File: src/rtl/alu_shift_sequencer.sv
// rtl/alu_shift_sequencer.sv - multi-step shift sequencer driving a registered ALU
//
// Purpose: performs a shift of `count` single steps on `operand` by issuing one
// ALU operation per step (ISSUE then WAIT), feeding each ALU result back as the
// next operand, and reporting the final value and flags with a one-cycle done.
//
// Ports:
//   clock, reset          rising-edge clock, asynchronous active-low reset
//   start                 request pulse, only honoured in IDLE
//   shift_kind[2:0]       0 LL, 1 LR, 2 AL, 3 AR, 4 BL, 5 BR; 6-7 invalid
//   count[4:0]            number of single-step shifts
//   operand[31:0]         value to shift
//   busy, done, error     status; done is a one-cycle pulse, error rides with done
//   result[31:0]          final value (work register), held until next start
//   carry_out, zero_out, neg_out, over_out   final flags
//   alu_op[4:0], alu_reg2[31:0], alu_carry_in   request to the ALU
//   alu_result[31:0], alu_carry, alu_zero, alu_neg, alu_over   ALU response
module alu_shift_sequencer (
  input  logic        clock,
  input  logic        reset,
  input  logic        start,
  input  logic [2:0]  shift_kind,
  input  logic [4:0]  count,
  input  logic [31:0] operand,
  output logic        busy,
  output logic        done,
  output logic        error,
  output logic [31:0] result,
  output logic        carry_out,
  output logic        zero_out,
  output logic        neg_out,
  output logic        over_out,
  output logic [4:0]  alu_op,
  output logic [31:0] alu_reg2,
  output logic        alu_carry_in,
  input  logic [31:0] alu_result,
  input  logic        alu_carry,
  input  logic        alu_zero,
  input  logic        alu_neg,
  input  logic        alu_over
);

  // Shared ALU opcode encoding
  localparam logic [4:0] OP_COPY = 5'h00;
  localparam logic [4:0] OP_SLL  = 5'h08;
  localparam logic [4:0] OP_SRL  = 5'h09;
  localparam logic [4:0] OP_SLA  = 5'h0A;
  localparam logic [4:0] OP_SRA  = 5'h0B;
  localparam logic [4:0] OP_SBL  = 5'h0C;
  localparam logic [4:0] OP_SBR  = 5'h0D;

  typedef enum logic [1:0] {
    S_IDLE  = 2'd0,
    S_ISSUE = 2'd1,
    S_WAIT  = 2'd2,
    S_DONE  = 2'd3
  } state_t;

  state_t      state, state_n;
  logic [31:0] work;
  logic [4:0]  remaining;
  logic [4:0]  op_q;
  logic [4:0]  op_map;
  logic        kind_invalid;
  logic        accept;

  assign kind_invalid = (shift_kind > 3'd5);
  assign accept       = (state == S_IDLE) && start;
  assign alu_carry_in = 1'b0;
  assign result       = work;

  always_comb begin
    op_map = OP_COPY;
    case (shift_kind)
      3'd0:    op_map = OP_SLL;
      3'd1:    op_map = OP_SRL;
      3'd2:    op_map = OP_SLA;
      3'd3:    op_map = OP_SRA;
      3'd4:    op_map = OP_SBL;
      3'd5:    op_map = OP_SBR;
      default: op_map = OP_COPY;
    endcase
  end

  always_ff @(posedge clock or negedge reset) begin
    if (!reset) state <= S_IDLE;
    else        state <= state_n;
  end

  always_comb begin
    state_n  = state;
    busy     = (state != S_IDLE);
    done     = (state == S_DONE);
    alu_op   = OP_COPY;
    alu_reg2 = 32'h0;
    case (state)
      S_IDLE: begin
        if (start) begin
          if (kind_invalid || count == 5'd0) state_n = S_DONE;
          else                               state_n = S_ISSUE;
        end
      end
      S_ISSUE: begin
        alu_op   = op_q;
        alu_reg2 = work;
        state_n  = S_WAIT;
      end
      S_WAIT: begin
        // Request held through WAIT so the ALU input is stable while its result is captured.
        alu_op   = op_q;
        alu_reg2 = work;
        state_n  = (remaining == 5'd1) ? S_DONE : S_ISSUE;
      end
      S_DONE: begin
        state_n = S_IDLE;
      end
      default: state_n = S_IDLE;
    endcase
  end

  always_ff @(posedge clock or negedge reset) begin
    if (!reset) begin
      work      <= 32'h0;
      remaining <= 5'd0;
      op_q      <= OP_COPY;
      error     <= 1'b0;
      carry_out <= 1'b0;
      zero_out  <= 1'b0;
      neg_out   <= 1'b0;
      over_out  <= 1'b0;
    end else if (accept) begin
      work      <= operand;
      remaining <= count;
      op_q      <= op_map;
      error     <= kind_invalid;
      carry_out <= 1'b0;
      over_out  <= 1'b0;
      // Zero-step and invalid requests complete without the ALU, so flags come from operand here.
      zero_out  <= !kind_invalid && (count == 5'd0) && (operand == 32'h0);
      neg_out   <= !kind_invalid && (count == 5'd0) && operand[31];
    end else if (state == S_WAIT) begin
      work      <= alu_result;
      remaining <= remaining - 5'd1;
      carry_out <= alu_carry;
      zero_out  <= alu_zero;
      neg_out   <= alu_neg;
      over_out  <= over_out | alu_over;
    end
  end

endmodule

File: config.mk
export PLATFORM = sky130hd
export DESIGN_NAME = alu_shift_sequencer
export DESIGN_NICKNAME = d
export VERILOG_FILES = /design/src/rtl/alu_shift_sequencer.sv
export SDC_FILE = /design/constraint.sdc
export NUM_CORES = 1
export LEC_CHECK = 0
export CAP_MARGIN = 20
export CORE_MARGIN = 5
export CORE_UTILIZATION = 38
export DETAILED_ROUTE_END_ITERATION = 10
export GPL_ROUTABILITY_DRIVEN = 0
export GPL_TIMING_DRIVEN = 0
export HOLD_SLACK_MARGIN = 0.12
export PLACE_DENSITY = 0.78
export SYNTH_ARGS = -nofsm -noshare
export SYNTH_HDL_FRONTEND = slang
export SYNTH_SLANG_ARGS = --single-unit
File: constraint.sdc
create_clock -name clock -period 1.6 [get_ports clock]
set_input_delay 0.32 -clock clock [delete_from_list [all_inputs] [get_ports clock]]
set_output_delay 0.32 -clock clock [all_outputs]
set_load 0.02 [all_outputs]
==> impl_metrics.env, run 1 <==
export IMPL_status="finished with violations"
export IMPL_violations="setup timing"
export IMPL_pre_cts_ws_ns=-0.906
export IMPL_diodes=0
export IMPL_yosysTopAreaCell="dfrtp_1"
export IMPL_worst_pin_slew_ns=0.532
export IMPL_fin_cells=547
export IMPL_leakage_nw=2.12
export IMPL_post_route_min_period_ns=1.80
export IMPL_p_switching_mw=4.58
export IMPL_ys_seq_area_frac=0.452
export IMPL_fin_crit_sh=1.12
export IMPL_synth_common_cells="48 x dfrtp_1, 45 x nand2_1, 39 x o21ai_1"
export IMPL_antenna_found_initial=0
export IMPL_avgSynthCellArea_sq_um=9.39
export IMPL_yosys_cell_count_top_type="dfrtp_1"
export IMPL_cts_tree="built"
export IMPL_synth_top_area_frac=0.452
export IMPL_path_clk_slew_ns=0.08
export IMPL_drtIter0Drc=135
export IMPL_worstSetupPathType="reg -> out"
export IMPL_first_pass_iters=5
export IMPL_max_freq_mhz=557
export IMPL_vias_per_cell=4.91
export IMPL_grt_pass1_vias=2789
export IMPL_cts_max_path_buffers=2
export IMPL_cpMostUsedCell="buf_4"
export IMPL_grt_ovfl_total=0
export IMPL_vias=2684
export IMPL_slew_headroom=0.645
export IMPL_fin_worst_skew_ns=0.00438
export IMPL_grt_pass1_wl_mm=14.3
export IMPL_cp_end_kind="primary output"
export IMPL_avgRoutedWirePerCell_microns=16.7
export IMPL_cts_buffers=5
export IMPL_cp_arrival_ns=1.48
export IMPL_vdd_drop_max_mv=1.22
export IMPL_slew_violations=0
export IMPL_ys_warn_count=0
export IMPL_drive_gt1_frac=0.251
export IMPL_htreeDepth=2
export IMPL_holdCritStartpoint="error"
export IMPL_routed_wirelength_mm=9.16
export IMPL_cp_startpoint="state[0]"
export IMPL_rsz0062_at_grt="true"
export IMPL_startpoint_type="flip-flop"
export IMPL_gr_usage_all_layers=0.209
export IMPL_initial_core_util=0.391
export IMPL_drc_errors=0
export IMPL_syn_area_sq_um=2660
export IMPL_p_clk_frac=0.065
export IMPL_dieWidth_microns=93.6
export IMPL_dp_hpwl_mm=7.17
export IMPL_critical_path_cell_chain="inv_2 -> ha_4 -> buf_4 -> and2_1 -> buf_4"
export IMPL_p_sw_frac=0.439
export IMPL_async_reset_ff_frac=1.00
export IMPL_setup_viol=36
export IMPL_crit_required_ns=1.28
export IMPL_hold_class="reg -> reg"
export IMPL_cp_slowest_cell="dfrtp_1"
export IMPL_synth_cells=283
export IMPL_portBuffers=153
export IMPL_synth_edf_count=0
export IMPL_max_cap_violations=0
export IMPL_dp_cells=534
export IMPL_antenna_left=0
export IMPL_grt_max_degree=29
export IMPL_power_mw=10.4
export IMPL_combPwrFrac=0.714
export IMPL_clk_latency_ns=0.29
export IMPL_final_hold_violation_count=0
export IMPL_clock_sinks=48
export IMPL_fin_area_sq_um=4650
export IMPL_slowest_delay_ns=0.40
export IMPL_powerDensity_nw_per_um2=2240
export IMPL_finalSetupTns_ns=-6.27
export IMPL_reg2reg_from="state[0]"
export IMPL_critPathMaxFanout=5
export IMPL_synth_top_cells_by_area="dfrtp_1 45%, mux2i_1 13%, and2_1 8.7%"
export IMPL_seq_power_share=0.221
export IMPL_die_h_microns=93.6
export IMPL_internal_power_mw=5.86
export IMPL_ys_types=31
export IMPL_ys_flop_type="dfrtp_1"
export IMPL_row_count=30
export IMPL_finalHoldWorstSlack_ns=0.488
export IMPL_final_core_util=0.685
export IMPL_root_buffer="clkbuf_8"
export IMPL_die_area_sq_um=8770
export IMPL_setup_slack_ns=-0.196
export IMPL_coreArea_sq_um=6790
export IMPL_nets=537
export IMPL_place_area_sq_um=4330
export IMPL_area_growth_pct=75.0
export IMPL_ys_seq_elements=48
export IMPL_ios=156
[logic make-up (layout without fill, tap and decap cells)]
family,after synthesis,after routing,share of synthesized area
DFF,48,48,0.452
adders and majority gates,7,7,0.0330
buffers and inverters,26,193,0.0424
and+or+nand+nor,114,114,0.234
AOI/OAI and AO/OA,49,49,0.0956
muxes,34,34,0.128
xor gates and xnor gates,4,4,0.0132
other,1,2,0.00141
[power groups by stage]
stage / Combinational [mW] / Clock, mW / Sequential [mW]
2_1_floorplan: 3.02 / 0 / 2.79
3_3_place_gp: 6.48 / 0 / 2.29
3_5_place_dp: 6.62 / 0 / 2.30
4_1_cts: 6.99 / 0.710 / 2.28
5_1_grt: 7.96 / 0.748 / 2.40
6_report: 7.45 / 0.677 / 2.30
[sequential cells by signal, indices dropped and copies added (netlist names)]
name	cells
state	2
carry_out	1
over_out	1
op_q	4
error	1
result	32
neg_out	1
remaining	5
zero_out	1
[per-layer routing]
layer | track usage | up-vias | part of all wire
met4 | 0.0578 | 0 | 0.016
met5 | 0 | - | 0
met1 | 0.261 | 1275 | 0.41
met3 | 0.0491 | 12 | 0.076
met2 | 0.361 | 105 | 0.50
li1 | - | 1292 | -
[cells in the final DEF (no fill, tap or decap), types with 3 or more instances in the layout]
master,n
a21oi_1,3
and2_1,9
and2_4,28
buf_2,4
buf_4,13
buf_6,36
buf_8,3
clkbuf_2,7
clkbuf_8,5
clkdlybuf4s50_1,78
dfrtp_1,48
dlygate4sd2_1,31
dlymetal6s2s_1,5
ha_1,5
inv_1,4
mux2i_1,34
nand2_1,45
nand2b_1,3
nor2_1,8
nor4_1,4
nor4_2,4
o21ai_0,4
o21ai_1,39
xnor2_1,3
[repair_timing]
item | CTS | global route
buffers inserted | 6 | 0
hold endpoints to repair | 20 | 0
resized for setup | 274 | 56
hold buffers | 1 | 0
endpoints found under the setup margin | 113 | 76
pin swaps | 1 | 11
[worst paths after layout]
check / depth (start not counted) / endpoint / slack, ns
max reg2reg: 7 / state[1] / 0.05
min in group asynchronous: 2 / error / 0.53
max: 5 / alu_reg2[3] / -0.20
max in group asynchronous: 3 / result[1] / 0.53
min: 2 / error / 0.49
min reg2reg: 2 / error / 0.49
[area by class of cell]
cell class,instances,area (sq um)
clock buffers,6,72.6
flip-flops and latches,48,1200
plain buffers,19,156
well taps,96,120
clock inverters,1,5.00
multi-input cells,210,1480
inverters,6,22.5
fillers,567,2140
repair buffers,161,1600
[worst max-delay path: cells and delay by family (launching register included)]
kind / cells / cell delay, ns
adders and majority gates: 1 / 0.24
and+or+nand+nor: 1 / 0.15
DFF: 1 / 0.40
buffers and inverters: 3 / 0.40
No activity file was read; power rests on OpenSTA's default activity.
==> run 2: changes to the inputs <==
Settings changed: CTS_CLUSTER_DIAMETER set to 50.
==> results of run 2 <==
No change in the layout: final DEF, timing and power equal those of run 1.
